## src/rtl/ex_lsu_xlate.sv

```systemverilog
// ex_lsu_xlate: EX-stage load/store unit. Forms the effective VA, translates it through
// direct-map windows or a fixed-latency TLB port, flags ALE/TLB faults and issues the SRAM request.
module ex_lsu_xlate #(
    parameter int NUM_DMW = 2,
    parameter int TLB_LAT = 1,
    parameter int HUGE_PS = 21
) (
    input  logic                 clk,
    input  logic                 resetn,
    input  logic                 in_valid,
    output logic                 in_allowin,
    input  logic                 in_ld,
    input  logic                 in_st,
    input  logic [1:0]           in_size,
    input  logic [31:0]          in_base,
    input  logic [31:0]          in_offset,
    input  logic [31:0]          in_wdata,
    input  logic                 csr_pg,
    input  logic [1:0]           csr_plv,
    input  logic [3*NUM_DMW-1:0] dmw_vseg,
    input  logic [3*NUM_DMW-1:0] dmw_pseg,
    input  logic [NUM_DMW-1:0]   dmw_plv_met,
    output logic [18:0]          tlb_vppn,
    output logic                 tlb_va12,
    input  logic                 tlb_found,
    input  logic                 tlb_v,
    input  logic                 tlb_d,
    input  logic [19:0]          tlb_ppn,
    input  logic [5:0]           tlb_ps,
    input  logic [1:0]           tlb_plv,
    output logic                 req,
    output logic                 wr,
    output logic [1:0]           size,
    output logic [3:0]           wstrb,
    output logic [31:0]          wdata,
    output logic [31:0]          addr,
    input  logic                 addr_ok,
    output logic                 out_valid,
    input  logic                 out_allowin,
    output logic                 out_excep,
    output logic [5:0]           out_ecode,
    output logic [31:0]          out_badv,
    output logic                 out_discard,
    input  logic                 flush
);

    typedef enum logic [1:0] {S_IDLE, S_XLATE, S_REQ, S_DONE} state_t;

    localparam logic [5:0] ECODE_ALE  = 6'h09;
    localparam logic [5:0] ECODE_TLBR = 6'h3F;
    localparam logic [5:0] ECODE_PIL  = 6'h01;
    localparam logic [5:0] ECODE_PIS  = 6'h02;
    localparam logic [5:0] ECODE_PPI  = 6'h07;
    localparam logic [5:0] ECODE_PME  = 6'h04;

    state_t      state_q, state_d;
    logic [31:0] va_q;
    logic        ld_q, st_q;
    logic [1:0]  size_q;
    logic [31:0] wdata_q;
    logic [1:0]  cnt_q;
    logic [31:0] addr_q;
    logic        excep_q;
    logic [5:0]  ecode_q;
    logic        discard_pend_q;

    logic        accept;
    logic        dmw_hit;
    logic [31:0] dmw_pa;
    logic        ale, tlb_chk, need_wait, xlate_done;
    logic [31:0] pa_next;
    logic        exc_next;
    logic [5:0]  ecode_next;

    assign in_allowin = (state_q == S_IDLE) || (state_q == S_DONE && out_allowin);
    // A flush cycle never admits a new op, even if ID presents one.
    assign accept     = in_valid && in_allowin && !flush;

    assign tlb_vppn = va_q[31:13];
    assign tlb_va12 = va_q[12];

    // NOTE: combinational blocks use blocking '=' and give every output a default first,
    // so each path assigns it and no latch is inferred.
    always_comb begin
        dmw_hit = 1'b0;
        dmw_pa  = '0;
        for (int i = 0; i < NUM_DMW; i++) begin
            if (!dmw_hit && dmw_plv_met[i] && dmw_vseg[3*i +: 3] == va_q[31:29]) begin
                dmw_hit = 1'b1;
                dmw_pa  = {dmw_pseg[3*i +: 3], va_q[28:0]};
            end
        end
    end

    assign ale        = (size_q == 2'd1 && va_q[0]) || (size_q[1] && va_q[1:0] != 2'b00);
    assign tlb_chk    = csr_pg && !dmw_hit;
    assign need_wait  = tlb_chk && !ale;
    assign xlate_done = !need_wait || (cnt_q == 2'(TLB_LAT));

    always_comb begin
        pa_next = va_q;
        if (csr_pg) begin
            if (dmw_hit)
                pa_next = dmw_pa;
            else if (tlb_ps == 6'(HUGE_PS))
                pa_next = {tlb_ppn[19:9], va_q[20:0]};
            else
                pa_next = {tlb_ppn, va_q[11:0]};
        end
    end

    always_comb begin
        exc_next   = 1'b1;
        ecode_next = 6'h00;
        if (ale)                             ecode_next = ECODE_ALE;
        else if (tlb_chk && !tlb_found)      ecode_next = ECODE_TLBR;
        else if (tlb_chk && ld_q && !tlb_v)  ecode_next = ECODE_PIL;
        else if (tlb_chk && st_q && !tlb_v)  ecode_next = ECODE_PIS;
        else if (tlb_chk && tlb_plv < csr_plv) ecode_next = ECODE_PPI;
        else if (tlb_chk && st_q && !tlb_d)  ecode_next = ECODE_PME;
        else                                 exc_next   = 1'b0;
    end

    always_comb begin
        state_d   = state_q;
        req       = (state_q == S_REQ);
        out_valid = (state_q == S_DONE);
        out_excep = (state_q == S_DONE) && excep_q;
        case (state_q)
            S_IDLE:  if (accept) state_d = S_XLATE;
            S_XLATE: begin
                if (flush)           state_d = S_IDLE;
                else if (xlate_done) state_d = exc_next ? S_DONE : S_REQ;
            end
            // A request once raised is never withdrawn; a flush only turns its completion into a discard.
            S_REQ:   if (addr_ok) state_d = (discard_pend_q || flush) ? S_IDLE : S_DONE;
            S_DONE: begin
                if (flush)            state_d = S_IDLE;
                else if (out_allowin) state_d = accept ? S_XLATE : S_IDLE;
            end
            default: state_d = S_IDLE;
        endcase
    end

    // NOTE: sequential state uses non-blocking '<=' so every register samples pre-edge values.
    always_ff @(posedge clk or negedge resetn) begin
        if (!resetn) begin
            state_q        <= S_IDLE;
            va_q           <= '0;
            ld_q           <= 1'b0;
            st_q           <= 1'b0;
            size_q         <= '0;
            wdata_q        <= '0;
            cnt_q          <= '0;
            addr_q         <= '0;
            excep_q        <= 1'b0;
            ecode_q        <= '0;
            discard_pend_q <= 1'b0;
            out_discard    <= 1'b0;
        end else begin
            state_q     <= state_d;
            out_discard <= (state_q == S_REQ) && addr_ok && (discard_pend_q || flush);
            if (accept) begin
                va_q    <= in_base + in_offset;
                ld_q    <= in_ld;
                st_q    <= in_st;
                size_q  <= in_size;
                wdata_q <= in_wdata;
                cnt_q   <= '0;
            end
            if (state_q == S_XLATE) begin
                if (!xlate_done) begin
                    cnt_q <= cnt_q + 2'd1;
                end else begin
                    addr_q  <= pa_next;
                    excep_q <= exc_next;
                    ecode_q <= ecode_next;
                end
            end
            if (state_q == S_REQ) begin
                if (addr_ok)    discard_pend_q <= 1'b0;
                else if (flush) discard_pend_q <= 1'b1;
            end
        end
    end

    assign wr        = st_q;
    assign size      = size_q;
    assign addr      = addr_q;
    assign out_ecode = ecode_q;
    assign out_badv  = va_q;

    always_comb begin
        wstrb = 4'b0000;
        wdata = wdata_q;
        case (size_q)
            2'd0: begin
                wdata = {4{wdata_q[7:0]}};
                wstrb = 4'b0001 << addr_q[1:0];
            end
            2'd1: begin
                wdata = {2{wdata_q[15:0]}};
                wstrb = addr_q[1] ? 4'b1100 : 4'b0011;
            end
            default: wstrb = 4'b1111;
        endcase
        if (!st_q) wstrb = 4'b0000;
    end

endmodule

```

## config.mk

```make
export PLATFORM = sky130hd
export DESIGN_NAME = ex_lsu_xlate
export DESIGN_NICKNAME = d
export VERILOG_FILES = /design/src/rtl/ex_lsu_xlate.sv
export SDC_FILE = /design/constraint.sdc
export NUM_CORES = 1
export LEC_CHECK = 0
export CORE_MARGIN = 2
export CORE_UTILIZATION = 49
export CTS_BUF_LIST = sky130_fd_sc_hd__clkbuf_2 sky130_fd_sc_hd__clkbuf_4 sky130_fd_sc_hd__clkbuf_8
export CTS_CLUSTER_DIAMETER = 40
export DETAILED_ROUTE_END_ITERATION = 16
export MAX_ROUTING_LAYER = met4
export PLACE_DENSITY = 0.88
export SETUP_SLACK_MARGIN = 0.4
export SLEW_MARGIN = 20
export SYNTH_ARGS = -nofsm -noshare
export SYNTH_HDL_FRONTEND = slang
export SYNTH_SLANG_ARGS = --single-unit
```

## constraint.sdc

```tcl
create_clock -name clk -period 3.7 [get_ports clk]
set_input_delay 0.37 -clock clk [delete_from_list [all_inputs] [get_ports clk]]
set_output_delay 0.37 -clock clk [all_outputs]
set_load 0.01 [all_outputs]
```

==> impl_results.html, run 1 <==
<table>
<tr><th>Metric</th><th>Value</th></tr>
<tr><th colspan="2">Clocking</th></tr>
<tr><td>Post_cts resized</td><td>0</td></tr>
<tr><td>Hold_buf cts</td><td>0</td></tr>
<tr><td>Max Buffers Root-to-Sink</td><td>2</td></tr>
<tr><td>CTS buffer count</td><td>9</td></tr>
<tr><td>CTS sink count</td><td>112</td></tr>
<tr><td>Number of H-tree levels</td><td>3</td></tr>
<tr><td>Source-to-sink clock delay at the later pin of the worst-skew pair</td><td>390 ps</td></tr>
<tr><td>Clk pin slew, worst setup/hold paths</td><td>100 ps</td></tr>
<tr><td>Number of buffers inserted by post-CTS setup repair</td><td>0</td></tr>
<tr><td>Buffer cell driving the clock tree root</td><td>sky130_fd_sc_hd__clkbuf_8</td></tr>
<tr><td>CTS tree</td><td>done</td></tr>
<tr><th colspan="2">Power</th></tr>
<tr><td>Pwr dens</td><td>703.7 nW/um^2</td></tr>
<tr><td>Peak supply drop</td><td>0.3306 mV</td></tr>
<tr><td>Final total power</td><td>7.118 mW</td></tr>
<tr><td>Lkg Pwr</td><td>4.532 nW</td></tr>
<tr><th colspan="2">Synth</th></tr>
<tr><td>Syn nets</td><td>986</td></tr>
<tr><td>Post-Synthesis Mean Instance Area</td><td>8.846 um^2</td></tr>
<tr><td>Number of synthesis warnings</td><td>0</td></tr>
<tr><td>Post-synth cell types</td><td>68</td></tr>
<tr><td>Summed instance area of the synthesized netlist</td><td>7059 um^2</td></tr>
<tr><td>EDFF count, synth</td><td>0</td></tr>
<tr><td>Top cell type's share of synthesized area</td><td>39.70%</td></tr>
<tr><td>Leading cell types by total area after synthesis</td><td>sky130_fd_sc_hd__dfrtp_1 40%, sky130_fd_sc_hd__nand2_1 9.9%, sky130_fd_sc_hd__ha_1 5.8%</td></tr>
<tr><td>Share of flip-flops with an asynchronous set or reset after synthesis</td><td>100.0%</td></tr>
<tr><td>Most used flip-flop cell after synthesis</td><td>sky130_fd_sc_hd__dfrtp_1</td></tr>
<tr><td>Top cell type by total area after synthesis</td><td>sky130_fd_sc_hd__dfrtp_1</td></tr>
<tr><td>Number of flip-flops and latches in the synthesized netlist</td><td>112</td></tr>
<tr><td>Register area share after synthesis</td><td>39.70%</td></tr>
<tr><td>Gate count after technology mapping</td><td>798</td></tr>
<tr><th colspan="2">Worst setup path</th></tr>
<tr><td>Critical path arrival</td><td>3150 ps</td></tr>
<tr><td>Worst Reg2Reg Path Length in Cells</td><td>7</td></tr>
<tr><td>Worst-path fanout max</td><td>3</td></tr>
<tr><td>CP endpoint kind</td><td>flip-flop</td></tr>
<tr><td>Worst Path Required</td><td>4020 ps</td></tr>
<tr><td>Element type at the critical path start</td><td>input port</td></tr>
<tr><td>Worst setup path category</td><td>input port to flip-flop</td></tr>
<tr><th colspan="2">Layout</th></tr>
<tr><td>Fraction of layout instances using a drive strength above 1</td><td>7.266%</td></tr>
<tr><td>Filler instances</td><td>1034</td></tr>
<tr><td>Synth-to-layout area growth</td><td>43.28%</td></tr>
<tr><td>Final design utilization</td><td>72.31%</td></tr>
<tr><td>Total number of nets in the final design</td><td>1230</td></tr>
<tr><th colspan="2">Place</th></tr>
<tr><td>Final weighted congestion in routability-driven placement</td><td>0.9343</td></tr>
<tr><td>Detailed placement HPWL</td><td>15940 um</td></tr>
<tr><td>Number of buffers inserted by port buffering</td><td>287</td></tr>
<tr><th colspan="2">Status</th></tr>
<tr><td>Status</td><td>finished clean</td></tr>
<tr><th colspan="2">Timing</th></tr>
<tr><td>Fmax achieved</td><td>354.0 MHz</td></tr>
<tr><td>Max-slew violation count</td><td>0</td></tr>
<tr><td>Number of setup violations in the final report</td><td>0</td></tr>
<tr><td>Final worst path period need</td><td>2825 ps</td></tr>
<tr><td>Worst Tran Pin Value</td><td>946.5 ps</td></tr>
<tr><td>Aggregate negative setup slack</td><td>0 ps</td></tr>
<tr><td>Worst slew margin relative to its limit</td><td>36.90%</td></tr>
<tr><td>Final worst path period share</td><td>76.36%</td></tr>
<tr><td>Unrepaired setup endpoints after global routing</td><td>false</td></tr>
<tr><td>Worst Skew</td><td>16.52 ps</td></tr>
<tr><td>Number of hold violations in the final report</td><td>0</td></tr>
<tr><th colspan="2">Global routing</th></tr>
<tr><td>Wire length of the first global-routing pass</td><td>31530 um</td></tr>
<tr><td>Initial antenna violation count</td><td>1</td></tr>
<tr><td>Pin count of the biggest net entering global routing</td><td>73</td></tr>
<tr><td>Total global routing overflow</td><td>0</td></tr>
<tr><td>Tot GR Track Use</td><td>27.28%</td></tr>
<tr><td>Vias in the first global route</td><td>6372</td></tr>
<tr><th colspan="2">Detailed routing</th></tr>
<tr><td>DR vias</td><td>6676</td></tr>
<tr><td>Number of antenna-violating nets in the routed design</td><td>0</td></tr>
<tr><td>Routed wire length per instance</td><td>16.83 um</td></tr>
<tr><td>Post-DR vias/cell</td><td>5.441</td></tr>
<tr><td>Count of routing violations after the opening detailed-route iteration</td><td>419</td></tr>
<tr><td>Pre-antenna DRT Iters</td><td>6</td></tr>
<tr><td>Routed Wire Length</td><td>20650 um</td></tr>
<tr><td>DRC Markers</td><td>0</td></tr>
<tr><th colspan="2">Flow run</th></tr>
<tr><td>Max Cap Violations</td><td>0</td></tr>
<tr><th colspan="2">Floorplanning</th></tr>
<tr><td>Horizontal die dimension</td><td>124.0 um</td></tr>
<tr><td>Initial Utilization</td><td>50.47%</td></tr>
<tr><td>Ports placed on the boundary</td><td>288</td></tr>
<tr><td>Area enclosed by the die boundary</td><td>15380 um^2</td></tr>
<tr><td>Placeable core area</td><td>13990 um^2</td></tr>
<tr><td>Vertical die dimension</td><td>124.0 um</td></tr>
<tr><td>Placement row count</td><td>43</td></tr>
<tr><th colspan="2">Hold path</th></tr>
<tr><td>Hold/Removal Path Class</td><td>input port to asynchronous set/reset pin</td></tr>
</table>
## cell usage after synthesis (3+ instances only)
library cell / instances
sky130_fd_sc_hd__a211oi_1: 9
sky130_fd_sc_hd__a21o_1: 17
sky130_fd_sc_hd__a21oi_1: 43
sky130_fd_sc_hd__a221o_1: 4
sky130_fd_sc_hd__a22oi_1: 3
sky130_fd_sc_hd__and2_1: 5
sky130_fd_sc_hd__and3_1: 7
sky130_fd_sc_hd__buf_1: 3
sky130_fd_sc_hd__buf_2: 6
sky130_fd_sc_hd__buf_4: 32
sky130_fd_sc_hd__clkbuf_1: 21
sky130_fd_sc_hd__dfrtp_1: 112
sky130_fd_sc_hd__ha_1: 33
sky130_fd_sc_hd__inv_1: 23
sky130_fd_sc_hd__mux2_2: 28
sky130_fd_sc_hd__mux2i_1: 27
sky130_fd_sc_hd__nand2_1: 187
sky130_fd_sc_hd__nand2b_1: 7
sky130_fd_sc_hd__nand3_1: 13
sky130_fd_sc_hd__nand4_1: 4
sky130_fd_sc_hd__nor2_1: 21
sky130_fd_sc_hd__nor2b_1: 8
sky130_fd_sc_hd__nor3_1: 8
sky130_fd_sc_hd__nor3b_1: 4
sky130_fd_sc_hd__o211ai_1: 6
sky130_fd_sc_hd__o21a_1: 5
sky130_fd_sc_hd__o21ai_0: 69
sky130_fd_sc_hd__o21ai_1: 8
sky130_fd_sc_hd__o21bai_1: 4
sky130_fd_sc_hd__o31ai_1: 6
sky130_fd_sc_hd__or2_2: 4
sky130_fd_sc_hd__or3_1: 4
sky130_fd_sc_hd__xnor2_1: 16
sky130_fd_sc_hd__xor2_1: 5
## layer usage
layer	vias up	share of wire (%)	global-route usage, %
li1	3254	-	-
met1	3132	41	32.97
met2	243	49	44.20
met3	47	6.7	6.410
met4	0	3.2	11.03
met5	-	0	-
## kinds of logic (layout without fill, tap and decap cells)
kind of cell | Yosys count | in the layout | synth area share, %
buffers and inverters | 85 | 333 | 6.328
AOI/OAI and AO/OA | 201 | 201 | 18.17
DFF | 112 | 112 | 39.70
xor gates and xnor gates | 21 | 21 | 2.605
other | 0 | 1 | 0
adders and majority gates | 34 | 34 | 6.133
and+or+nand+nor | 290 | 290 | 18.77
muxes | 55 | 55 | 8.295
## critical path: stages
cell and delay [ps]:
sky130_fd_sc_hd__clkdlybuf4s50_1 470, sky130_fd_sc_hd__ha_1 210, sky130_fd_sc_hd__inv_1 70, sky130_fd_sc_hd__fa_1 400, sky130_fd_sc_hd__nor2b_1 140, sky130_fd_sc_hd__o21ai_1 90
sky130_fd_sc_hd__a21oi_1 300, sky130_fd_sc_hd__o21ai_1 180, sky130_fd_sc_hd__a21o_1 200, sky130_fd_sc_hd__a211o_1 320, sky130_fd_sc_hd__a311o_1 320, sky130_fd_sc_hd__nand3_1 70
## layout by cell type, fill, tap and decap left out, types with 8 or more instances in the layout
cell type,netlist,routed
sky130_fd_sc_hd__a21oi_1,43,43
sky130_fd_sc_hd__nor2b_1,8,8
sky130_fd_sc_hd__a21o_1,17,17
sky130_fd_sc_hd__inv_1,23,23
sky130_fd_sc_hd__nand3_1,13,13
sky130_fd_sc_hd__clkbuf_8,0,11
sky130_fd_sc_hd__dfrtp_1,112,112
sky130_fd_sc_hd__o21ai_1,8,8
sky130_fd_sc_hd__xnor2_1,16,16
sky130_fd_sc_hd__nand2_1,187,186
sky130_fd_sc_hd__nor3_1,8,8
sky130_fd_sc_hd__mux2_2,28,28
sky130_fd_sc_hd__mux2i_1,27,27
sky130_fd_sc_hd__a211oi_1,9,9
sky130_fd_sc_hd__o21ai_0,69,69
sky130_fd_sc_hd__nor2_1,21,21
sky130_fd_sc_hd__clkdlybuf4s50_1,0,286
sky130_fd_sc_hd__ha_1,33,33
## state kept, by name, summed over array words and instances (netlist names), 2 cells and up
name	flops
addr	32
cnt_q	2
state_q	2
out_badv	32
wdata_q	32
size	2
out_ecode	5
## power breakdown
part / internal, mW / switching [mW] / total (mW)
Sequential: 1.78 / 0.521 / 2.31
Combinational: 2.18 / 1.81 / 3.98
Clock: 0.422 / 0.407 / 0.829
## worst paths after layout
path,from,to,slack (ps)
min,resetn,wdata_q[22]$_DFFE_PN0P_,120
max reg2reg,out_badv[30]$_DFFE_PN0P_,addr[9]$_DFFE_PN0P_,1010
max,in_offset[0],out_badv[20]$_DFFE_PN0P_,870
max in group asynchronous,resetn,addr[18]$_DFFE_PN0P_,2800
min reg2reg,addr[28]$_DFFE_PN0P_,addr[28]$_DFFE_PN0P_,490
min in group clk,addr[28]$_DFFE_PN0P_,addr[28]$_DFFE_PN0P_,490
## layout make-up
cell class	instances	area, um^2	area share (%)
Multi-Input combinational cell	601	3819	37.75
Timing Repair Buffer	295	2955	29.22
Sequential cell	112	2803	27.71
Tap cell	180	225.2	2.227
Clock buffer	12	158.9	1.571
Inverter	23	86.33	0.8535
Clock inverter	3	65.06	0.6432
Antenna cell	1	2.502	0.02474
## per-stage QoR
stage | worst slack (ps) | area (um^2) | instances | hold WS [ps]
detailed placement | 566.8 | 9888 | 1211 | 460.9
floorplan | 1317 | 7059 | 798 | 74.41
global placement | 616.6 | 9888 | 1211 | 452.6
global route | 727.1 | 10110 | 1227 | 180.5
finish | 874.9 | 10110 | 1227 | 119.9
CTS | 917.2 | 10110 | 1226 | 142.5
No activity file was read; power rests on OpenSTA's default activity.
==> run 2: changes to the inputs <==
--- a/config.mk
+++ b/config.mk
@@ -6,12 +6,12 @@
 export NUM_CORES = 1
 export LEC_CHECK = 0
 export CORE_MARGIN = 2
-export CORE_UTILIZATION = 49
+export CORE_UTILIZATION = 41
 export CTS_BUF_LIST = sky130_fd_sc_hd__clkbuf_2 sky130_fd_sc_hd__clkbuf_4 sky130_fd_sc_hd__clkbuf_8
 export CTS_CLUSTER_DIAMETER = 40
 export DETAILED_ROUTE_END_ITERATION = 16
 export MAX_ROUTING_LAYER = met4
-export PLACE_DENSITY = 0.88
+export PLACE_DENSITY = 0.78
 export SETUP_SLACK_MARGIN = 0.4
 export SLEW_MARGIN = 20
 export SYNTH_ARGS = -nofsm -noshare
==> constraint.sdc (replaced) <==
create_clock -name clk -period 2.5 [get_ports clk]
set_input_delay 0.25 -clock clk [delete_from_list [all_inputs] [get_ports clk]]
set_output_delay 0.25 -clock clk [all_outputs]
set_load 0.01 [all_outputs]
==> run 2 against run 1 <==
Die area up 19%. Core utilization shrank 4.3 points. Highest routed layer unchanged. Sequential cell count is the same. Critical path type unchanged. Clock power grew 24%. Via count is 6.7% higher. First-iteration DRC count is 7.2% lower. Clock skew shrank 1.8 ps. Global-route usage down 1.6 points. Critical path depth decreased by 4. Largest cell class unchanged.
==> impl_results.html, run 2 (synthesis gave the netlist of run 1 again) <==
<table>
<tr><th>Metric</th><th>Value</th></tr>
<tr><th colspan="2">Worst setup path</th></tr>
<tr><td>Worst-case register-to-register setup slack</td><td>430 ps</td></tr>
<tr><td>CP endpoint kind</td><td>flip-flop</td></tr>
<tr><td>Worst Path Required</td><td>2830 ps</td></tr>
<tr><td>Element type at the critical path start</td><td>input port</td></tr>
<tr><td>Critical path arrival</td><td>2530 ps</td></tr>
<tr><td>Worst-path fanout max</td><td>4</td></tr>
<tr><td>Worst setup path category</td><td>input port to flip-flop</td></tr>
<tr><th colspan="2">Layout</th></tr>
<tr><td>Synth-to-layout area growth</td><td>60.97%</td></tr>
<tr><td>Fraction of layout instances using a drive strength above 1</td><td>21.42%</td></tr>
<tr><td>Commonest non-fill, non-tap cell in the layout</td><td>sky130_fd_sc_hd__clkdlybuf4s50_1</td></tr>
<tr><td>Total number of nets in the final design</td><td>1329</td></tr>
<tr><td>Final instance count without filler cells</td><td>1364</td></tr>
<tr><td>Area of all placed cells without fillers</td><td>11360 um^2</td></tr>
<tr><td>Highest-count cells in the layout ignoring fill and taps</td><td>224 x sky130_fd_sc_hd__clkdlybuf4s50_1, 185 x sky130_fd_sc_hd__nand2_1, 107 x sky130_fd_sc_hd__dfrtp_1, 95 x sky130_fd_sc_hd__buf_4, 66 x sky130_fd_sc_hd__o21ai_0</td></tr>
<tr><td>Count of antenna diodes in the layout</td><td>0</td></tr>
<tr><th colspan="2">Clocking</th></tr>
<tr><td>Max Buffers Root-to-Sink</td><td>2</td></tr>
<tr><td>Source-to-sink clock delay at the later pin of the worst-skew pair</td><td>390 ps</td></tr>
<tr><td>Buffer cell driving the clock tree root</td><td>sky130_fd_sc_hd__clkbuf_8</td></tr>
<tr><td>Number of H-tree levels</td><td>3</td></tr>
<tr><td>CTS sink count</td><td>112</td></tr>
<tr><td>Clk pin slew, worst setup/hold paths</td><td>100 ps</td></tr>
<tr><td>CTS buffer count</td><td>9</td></tr>
<tr><td>CTS tree</td><td>done</td></tr>
<tr><th colspan="2">Power</th></tr>
<tr><td>Peak supply drop</td><td>0.4827 mV</td></tr>
<tr><td>Pwr dens</td><td>965.8 nW/um^2</td></tr>
<tr><td>Final total power</td><td>10.98 mW</td></tr>
<tr><td>Switching power summed over all nets</td><td>4.365 mW</td></tr>
<tr><td>Switching power share of the total</td><td>39.78%</td></tr>
<tr><td>Portion of total power attributed to combinational logic</td><td>59.0%</td></tr>
<tr><td>Total internal power</td><td>6.610 mW</td></tr>
<tr><td>Proportion of power drawn by flip-flops and latches</td><td>31.6%</td></tr>
<tr><td>Lkg Pwr</td><td>5.241 nW</td></tr>
<tr><td>Share of total power in the clock network</td><td>9.4%</td></tr>
<tr><th colspan="2">Hold path</th></tr>
<tr><td>Hold/Removal Path Class</td><td>input port to flip-flop</td></tr>
<tr><th colspan="2">Global routing</th></tr>
<tr><td>Initial antenna violation count</td><td>0</td></tr>
<tr><td>Vias in the first global route</td><td>6804</td></tr>
<tr><td>Wire length of the first global-routing pass</td><td>35600 um</td></tr>
<tr><td>Pin count of the biggest net entering global routing</td><td>51</td></tr>
<tr><td>Total global routing overflow</td><td>0</td></tr>
<tr><td>Tot GR Track Use</td><td>25.65%</td></tr>
<tr><th colspan="2">Timing</th></tr>
<tr><td>Number of setup violations in the final report</td><td>0</td></tr>
<tr><td>Unrepaired setup endpoints after global routing</td><td>true</td></tr>
<tr><td>Number of hold violations in the final report</td><td>0</td></tr>
<tr><td>Final worst path period share</td><td>87.79%</td></tr>
<tr><td>Fmax achieved</td><td>455.7 MHz</td></tr>
<tr><td>Final worst path period need</td><td>2195 ps</td></tr>
<tr><td>Worst Tran Pin Value</td><td>671.6 ps</td></tr>
<tr><td>Max-slew violation count</td><td>0</td></tr>
<tr><td>Worst Skew</td><td>14.76 ps</td></tr>
<tr><td>Worst slew margin relative to its limit</td><td>55.22%</td></tr>
<tr><th colspan="2">Detailed routing</th></tr>
<tr><td>Routed Wire Length</td><td>23950 um</td></tr>
<tr><td>Count of routing violations after the opening detailed-route iteration</td><td>389</td></tr>
<tr><td>DR vias</td><td>7122</td></tr>
<tr><td>Number of antenna-violating nets in the routed design</td><td>0</td></tr>
<tr><td>DRC Markers</td><td>0</td></tr>
<tr><td>Routed wire length per instance</td><td>17.56 um</td></tr>
<tr><td>Post-DR vias/cell</td><td>5.221</td></tr>
<tr><td>Pre-antenna DRT Iters</td><td>5</td></tr>
<tr><th colspan="2">Place</th></tr>
<tr><td>Placed Instance Area</td><td>10570 um^2</td></tr>
<tr><td>Cell Count Post-Placement</td><td>1315</td></tr>
<tr><td>Number of buffers inserted by port buffering</td><td>287</td></tr>
<tr><td>Final weighted congestion in routability-driven placement</td><td>0.9231</td></tr>
<tr><td>Detailed placement HPWL</td><td>17710 um</td></tr>
<tr><th colspan="2">Floorplanning</th></tr>
<tr><td>Ports placed on the boundary</td><td>288</td></tr>
<tr><td>Placeable core area</td><td>16700 um^2</td></tr>
<tr><td>Area enclosed by the die boundary</td><td>18280 um^2</td></tr>
<tr><td>Horizontal die dimension</td><td>135.2 um</td></tr>
<tr><td>Initial Utilization</td><td>42.27%</td></tr>
<tr><td>Placement row count</td><td>47</td></tr>
<tr><td>Vertical die dimension</td><td>135.2 um</td></tr>
<tr><th colspan="2">Status</th></tr>
<tr><td>Status</td><td>finished clean</td></tr>
<tr><th colspan="2">Flow run</th></tr>
<tr><td>Max Cap Violations</td><td>0</td></tr>
</table>
## run 2: cell count changes in the layout (fill, tap and decap cells not counted), sizes merged
cell           before  now
clkbuf             12   25
diode               1    0
bufinv              2    0
clkdlybuf4s15       0   11
dlygate4sd2         0   27
nand2             187  188
dlygate4sd3         0    1
clkdlybuf4s50     286  224
bufbuf              0    1
dlymetal6s2s        0    9
buf                 9  108
## run 2: power groups by stage
stage | logic (mW) | clock network (mW) | registers (mW)
global route | 6.97 | 1.14 | 3.58
CTS | 6.28 | 1.06 | 3.44
global placement | 6.02 | 0 | 3.49
floorplan | 2.94 | 0 | 3.46
finish | 6.48 | 1.03 | 3.47
detailed placement | 6.14 | 0 | 3.53
## run 2: layout make-up
| class | instances | area, um^2 |
|---|---|---|
| Fill cell | 1377 | 5338 |
| Multi-Input combinational cell | 602 | 4298 |
| Timing Repair Buffer | 393 | 3724 |
| Sequential cell | 112 | 2809 |
| Tap cell | 220 | 275.3 |
| Clock buffer | 13 | 166.4 |
| Inverter | 23 | 86.33 |
| Clock inverter | 1 | 5.005 |
## run 2: worst max-delay path, cell delays in order
cell and delay, ps:
sky130_fd_sc_hd__clkdlybuf4s50_1 500, sky130_fd_sc_hd__ha_4 230, sky130_fd_sc_hd__a21oi_2 130, sky130_fd_sc_hd__o21bai_1 100, sky130_fd_sc_hd__a221o_1 400, sky130_fd_sc_hd__o31a_1 360, sky130_fd_sc_hd__or4_1 480, sky130_fd_sc_hd__nand3_1 90
## run 2: stage by stage
step           hold slack [ps]  worst slack [ps]  setup TNS (ps)  utilization [%]
3_5_place_dp             328.4            -317.8           -3757            63.27
3_3_place_gp             327.7            -288.6           -3211            63.27
6_report                 203.7             305.3               0            68.04
2_1_floorplan           -45.59             363.9               0                -
4_1_cts                  197.1             365.7               0            66.34
5_1_grt                  202.1             314.8               0            68.04
## run 2: metal layers
layer / routed length, um / vias to the layer above / share of wire (%) / GRT usage (%)
met4: 803 / 0 / 3.4 / 9.896
met5: 0 / - / 0 / -
met3: 1330 / 48 / 5.6 / 3.367
met1: 10180 / 3357 / 43 / 32.67
met2: 11630 / 261 / 49 / 41.82
li1: - / 3456 / - / -
## run 2: timing repair
item / 4_1_cts / 5_1_grt
hold endpoints to repair: 48 / 0
gates cloned: 1 / 2
hold buffers: 1 / 0
buffers inserted: 20 / 11
pin swaps: 44 / 44
endpoints found under the setup margin: 62 / 45
gates resized for setup: 103 / 75
## run 2: final timing paths
check	endpoint	startpoint	cells past startpoint
min in group asynchronous	wdata_q[13]$_DFFE_PN0P_	resetn	2
min reg2reg	wdata_q[20]$_DFFE_PN0P_	wdata_q[20]$_DFFE_PN0P_	2
max	out_badv[28]$_DFFE_PN0P_	in_offset[19]	8
min	out_badv[0]$_DFFE_PN0P_	in_base[0]	4
max in group asynchronous	out_ecode[2]$_DFFE_PN0P_	resetn	3
max reg2reg	out_ecode[2]$_DFFE_PN0P_	out_badv[29]$_DFFE_PN0P_	8
==> run 3: changes to the inputs <==
--- a/config.mk
+++ b/config.mk
@@ -10,6 +10,7 @@
 export CTS_BUF_LIST = sky130_fd_sc_hd__clkbuf_2 sky130_fd_sc_hd__clkbuf_4 sky130_fd_sc_hd__clkbuf_8
 export CTS_CLUSTER_DIAMETER = 40
 export DETAILED_ROUTE_END_ITERATION = 16
+export GPL_TIMING_DRIVEN = 0
 export MAX_ROUTING_LAYER = met4
 export PLACE_DENSITY = 0.78
 export SETUP_SLACK_MARGIN = 0.4
==> run 3 against run 2 <==
Sequential cell count unchanged. Clock power up 6%. Final cell count up 1.4%. Critical path depth up 1. Core utilization up 0.48 points. Register-to-register slack worse by 150 ps. Count of clock-buffer cells in the layout down 4.
==> impl_results.html, run 3 (synthesis gave the netlist of run 1 again) <==
<table>
<tr><th>Metric</th><th>Value</th></tr>
<tr><th colspan="2">Detailed routing</th></tr>
<tr><td>Number of antenna-violating nets in the routed design</td><td>0</td></tr>
<tr><td>Routed wire length per instance</td><td>18.22 um</td></tr>
<tr><td>Pre-antenna DRT Iters</td><td>5</td></tr>
<tr><td>Post-DR vias/cell</td><td>5.301</td></tr>
<tr><td>Routed Wire Length</td><td>25200 um</td></tr>
<tr><td>DR vias</td><td>7331</td></tr>
<tr><td>DRC Markers</td><td>0</td></tr>
<tr><td>Count of routing violations after the opening detailed-route iteration</td><td>428</td></tr>
<tr><th colspan="2">Power</th></tr>
<tr><td>Switching power share of the total</td><td>40.26%</td></tr>
<tr><td>Pwr dens</td><td>1002 nW/um^2</td></tr>
<tr><td>Portion of total power attributed to combinational logic</td><td>60.4%</td></tr>
<tr><td>Total internal power</td><td>6.850 mW</td></tr>
<tr><td>Lkg Pwr</td><td>5.243 nW</td></tr>
<tr><td>Proportion of power drawn by flip-flops and latches</td><td>30.1%</td></tr>
<tr><td>Switching power summed over all nets</td><td>4.617 mW</td></tr>
<tr><td>Peak supply drop</td><td>0.4884 mV</td></tr>
<tr><td>Final total power</td><td>11.47 mW</td></tr>
<tr><td>Share of total power in the clock network</td><td>9.5%</td></tr>
<tr><th colspan="2">Clocking</th></tr>
<tr><td>Source-to-sink clock delay at the later pin of the worst-skew pair</td><td>390 ps</td></tr>
<tr><td>CTS sink count</td><td>112</td></tr>
<tr><td>Number of H-tree levels</td><td>3</td></tr>
<tr><td>Clk pin slew, worst setup/hold paths</td><td>120 ps</td></tr>
<tr><td>Buffer cell driving the clock tree root</td><td>sky130_fd_sc_hd__clkbuf_8</td></tr>
<tr><td>Max Buffers Root-to-Sink</td><td>2</td></tr>
<tr><td>CTS tree</td><td>done</td></tr>
<tr><td>CTS buffer count</td><td>9</td></tr>
<tr><th colspan="2">Global routing</th></tr>
<tr><td>Vias in the first global route</td><td>6866</td></tr>
<tr><td>Tot GR Track Use</td><td>26.71%</td></tr>
<tr><td>Total global routing overflow</td><td>0</td></tr>
<tr><td>Initial antenna violation count</td><td>1</td></tr>
<tr><td>Wire length of the first global-routing pass</td><td>37130 um</td></tr>
<tr><td>Pin count of the biggest net entering global routing</td><td>62</td></tr>
<tr><th colspan="2">Hold path</th></tr>
<tr><td>Hold/Removal Path Class</td><td>input port to flip-flop</td></tr>
<tr><td>Number of cells on the worst hold path</td><td>4</td></tr>
<tr><td>Min-delay src</td><td>in_base[0]</td></tr>
<tr><td>End of the worst hold path</td><td>out_badv[0]$_DFFE_PN0P_</td></tr>
<tr><th colspan="2">Place</th></tr>
<tr><td>Final weighted congestion in routability-driven placement</td><td>0.8924</td></tr>
<tr><td>Cell Count Post-Placement</td><td>1305</td></tr>
<tr><td>Placed Instance Area</td><td>10340 um^2</td></tr>
<tr><td>DP Worst Slack</td><td>-422.6 ps</td></tr>
<tr><td>Detailed placement HPWL</td><td>18370 um</td></tr>
<tr><td>Number of buffers inserted by port buffering</td><td>286</td></tr>
<tr><th colspan="2">Floorplanning</th></tr>
<tr><td>Initial Utilization</td><td>42.27%</td></tr>
<tr><td>Placeable core area</td><td>16700 um^2</td></tr>
<tr><td>Vertical die dimension</td><td>135.2 um</td></tr>
<tr><td>Placement row count</td><td>47</td></tr>
<tr><td>Area enclosed by the die boundary</td><td>18280 um^2</td></tr>
<tr><td>Ports placed on the boundary</td><td>288</td></tr>
<tr><td>Horizontal die dimension</td><td>135.2 um</td></tr>
<tr><th colspan="2">Worst setup path</th></tr>
<tr><td>CP endpoint kind</td><td>flip-flop</td></tr>
<tr><td>Standard cell with the maximum stage delay on the critical path</td><td>sky130_fd_sc_hd__dfrtp_2</td></tr>
<tr><td>Worst setup path category</td><td>flip-flop to flip-flop</td></tr>
<tr><td>Worst-path fanout max</td><td>8</td></tr>
<tr><td>Worst Path Required</td><td>2830 ps</td></tr>
<tr><td>Critical path's top delay family</td><td>simple AND/OR/NAND/NOR gates</td></tr>
<tr><td>WP buf/inv</td><td>1</td></tr>
<tr><td>Worst-case register-to-register setup slack</td><td>280 ps</td></tr>
<tr><td>Element type at the critical path start</td><td>flip-flop</td></tr>
<tr><td>Critical path arrival</td><td>2550 ps</td></tr>
<tr><td>Critical register-to-register path endpoint</td><td>out_ecode[1]$_DFFE_PN0P_</td></tr>
<tr><td>Worst Reg2Reg Path Length in Cells</td><td>9</td></tr>
<tr><td>Launch point of the worst reg-to-reg path</td><td>out_badv[31]$_DFFE_PN0P_</td></tr>
<tr><td>Critical path, cell by cell</td><td>xnor2_2 -&gt; nand4_1 -&gt; nand3b_4 -&gt; nor3_4 -&gt; or2_1 -&gt; buf_6 -&gt; or3_4 -&gt; nor2_4 -&gt; a221o_1</td></tr>
<tr><td>Slowest stage delay, CP</td><td>480 ps</td></tr>
<tr><th colspan="2">Timing</th></tr>
<tr><td>Number of hold violations in the final report</td><td>0</td></tr>
<tr><td>Final worst path period share</td><td>88.81%</td></tr>
<tr><td>Worst slew margin relative to its limit</td><td>60.60%</td></tr>
<tr><td>Fmax achieved</td><td>450.4 MHz</td></tr>
<tr><td>Unrepaired setup endpoints after global routing</td><td>true</td></tr>
<tr><td>Max-slew violation count</td><td>0</td></tr>
<tr><td>Final worst path period need</td><td>2220 ps</td></tr>
<tr><td>Worst path setup slack after routing</td><td>279.7 ps</td></tr>
<tr><td>Worst Skew</td><td>12.01 ps</td></tr>
<tr><td>Number of setup violations in the final report</td><td>0</td></tr>
<tr><td>Worst hold slack after final layout</td><td>198.1 ps</td></tr>
<tr><td>Worst Tran Pin Value</td><td>591.0 ps</td></tr>
<tr><td>Aggregate negative setup slack</td><td>0 ps</td></tr>
<tr><th colspan="2">Status</th></tr>
<tr><td>Status</td><td>finished clean</td></tr>
<tr><th colspan="2">Flow run</th></tr>
<tr><td>Max Cap Violations</td><td>0</td></tr>
<tr><th colspan="2">Layout</th></tr>
<tr><td>Total number of nets in the final design</td><td>1345</td></tr>
<tr><td>Final design utilization</td><td>68.52%</td></tr>
<tr><td>Fraction of layout instances using a drive strength above 1</td><td>23.41%</td></tr>
<tr><td>Final instance count without filler cells</td><td>1383</td></tr>
<tr><td>Filler instances</td><td>1316</td></tr>
<tr><td>Commonest non-fill, non-tap cell in the layout</td><td>sky130_fd_sc_hd__clkdlybuf4s50_1</td></tr>
<tr><td>Highest-count cells in the layout ignoring fill and taps</td><td>224 x sky130_fd_sc_hd__clkdlybuf4s50_1, 185 x sky130_fd_sc_hd__nand2_1, 108 x sky130_fd_sc_hd__dfrtp_1, 92 x sky130_fd_sc_hd__buf_4, 61 x sky130_fd_sc_hd__o21ai_0</td></tr>
<tr><td>Synth-to-layout area growth</td><td>62.11%</td></tr>
<tr><td>Area of all placed cells without fillers</td><td>11440 um^2</td></tr>
</table>
run 3: changes by cell type in the layout (fill, tap and decap cells not counted), moves of 3 or more:
cell	change
sky130_fd_sc_hd__clkbuf_4	+5
sky130_fd_sc_hd__dlymetal6s2s_1	-4
sky130_fd_sc_hd__buf_8	+4
sky130_fd_sc_hd__xnor2_2	+3
sky130_fd_sc_hd__buf_4	-3
sky130_fd_sc_hd__o21ai_4	-3
sky130_fd_sc_hd__buf_6	+4
sky130_fd_sc_hd__clkdlybuf4s15_1	+3
sky130_fd_sc_hd__xnor2_1	-3
sky130_fd_sc_hd__clkbuf_2	+13
sky130_fd_sc_hd__ha_4	+3
sky130_fd_sc_hd__o21ai_2	+6
sky130_fd_sc_hd__o21ai_0	-5
sky130_fd_sc_hd__buf_12	-6
run 3: metal layers:
layer	part of all wire [%]	track usage, %
met1	42	33.78
met5	0	-
met3	5.1	3.030
met4	3.0	10.30
met2	50	44.22
run 3: area by class of cell:
cell class / instances / area, um^2 / share of cell area, %
multi-input cells: 601 / 4339 / 37.92
repair buffers: 348 / 3268 / 28.56
flip-flops and latches: 112 / 2808 / 24.54
plain buffers: 62 / 476.7 / 4.166
well taps: 220 / 275.3 / 2.405
clock buffers: 9 / 123.9 / 1.082
inverters: 23 / 88.84 / 0.7763
clock inverters: 7 / 61.31 / 0.5358
diodes: 1 / 2.502 / 0.02187
run 3: power groups by stage:
stage	Sequential, mW	Combinational [mW]	Clock (mW)
2_1_floorplan	3.46	2.94	0
3_3_place_gp	3.45	6.28	0
3_5_place_dp	3.47	6.38	0
4_1_cts	3.42	6.66	1.10
5_1_grt	3.56	7.44	1.17
6_report	3.45	6.93	1.09
run 3: worst max path at each step:
stage	slack (ps)	cells past startpoint	from	endpoint
finish	280	9	out_badv[31]$_DFFE_PN0P_	out_ecode[1]$_DFFE_PN0P_
floorplan	360	11	in_base[0]	out_badv[20]$_DFFE_PN0P_
CTS	310	9	out_badv[29]$_DFFE_PN0P_	addr[10]$_DFFE_PN0P_
detailed placement	-420	10	in_base[6]	out_badv[29]$_DFFE_PN0P_
global route	200	9	out_badv[31]$_DFFE_PN0P_	out_ecode[1]$_DFFE_PN0P_
global placement	-3640	1	resetn	out_badv[30]$_DFFE_PN0P_
run 3: timing repair:
| action | 4_1_cts | 5_1_grt |
|---|---|---|
| setup buffers | 35 | 25 |
| pin swaps | 44 | 44 |
| hold buffers | 1 | 0 |
| resized for setup | 137 | 120 |
| hold endpoints to repair | 60 | 0 |
| setup endpoints to repair | 138 | 117 |
run 3: worst reg2reg max path, cell delays in order (launching register included):
cell	delay, ps
sky130_fd_sc_hd__dfrtp_2	480
sky130_fd_sc_hd__xnor2_2	190
sky130_fd_sc_hd__nand4_1	270
sky130_fd_sc_hd__nand3b_4	200
sky130_fd_sc_hd__nor3_4	50
sky130_fd_sc_hd__or2_1	230
sky130_fd_sc_hd__buf_6	150
sky130_fd_sc_hd__or3_4	360
sky130_fd_sc_hd__nor2_4	100
sky130_fd_sc_hd__a221o_1	140
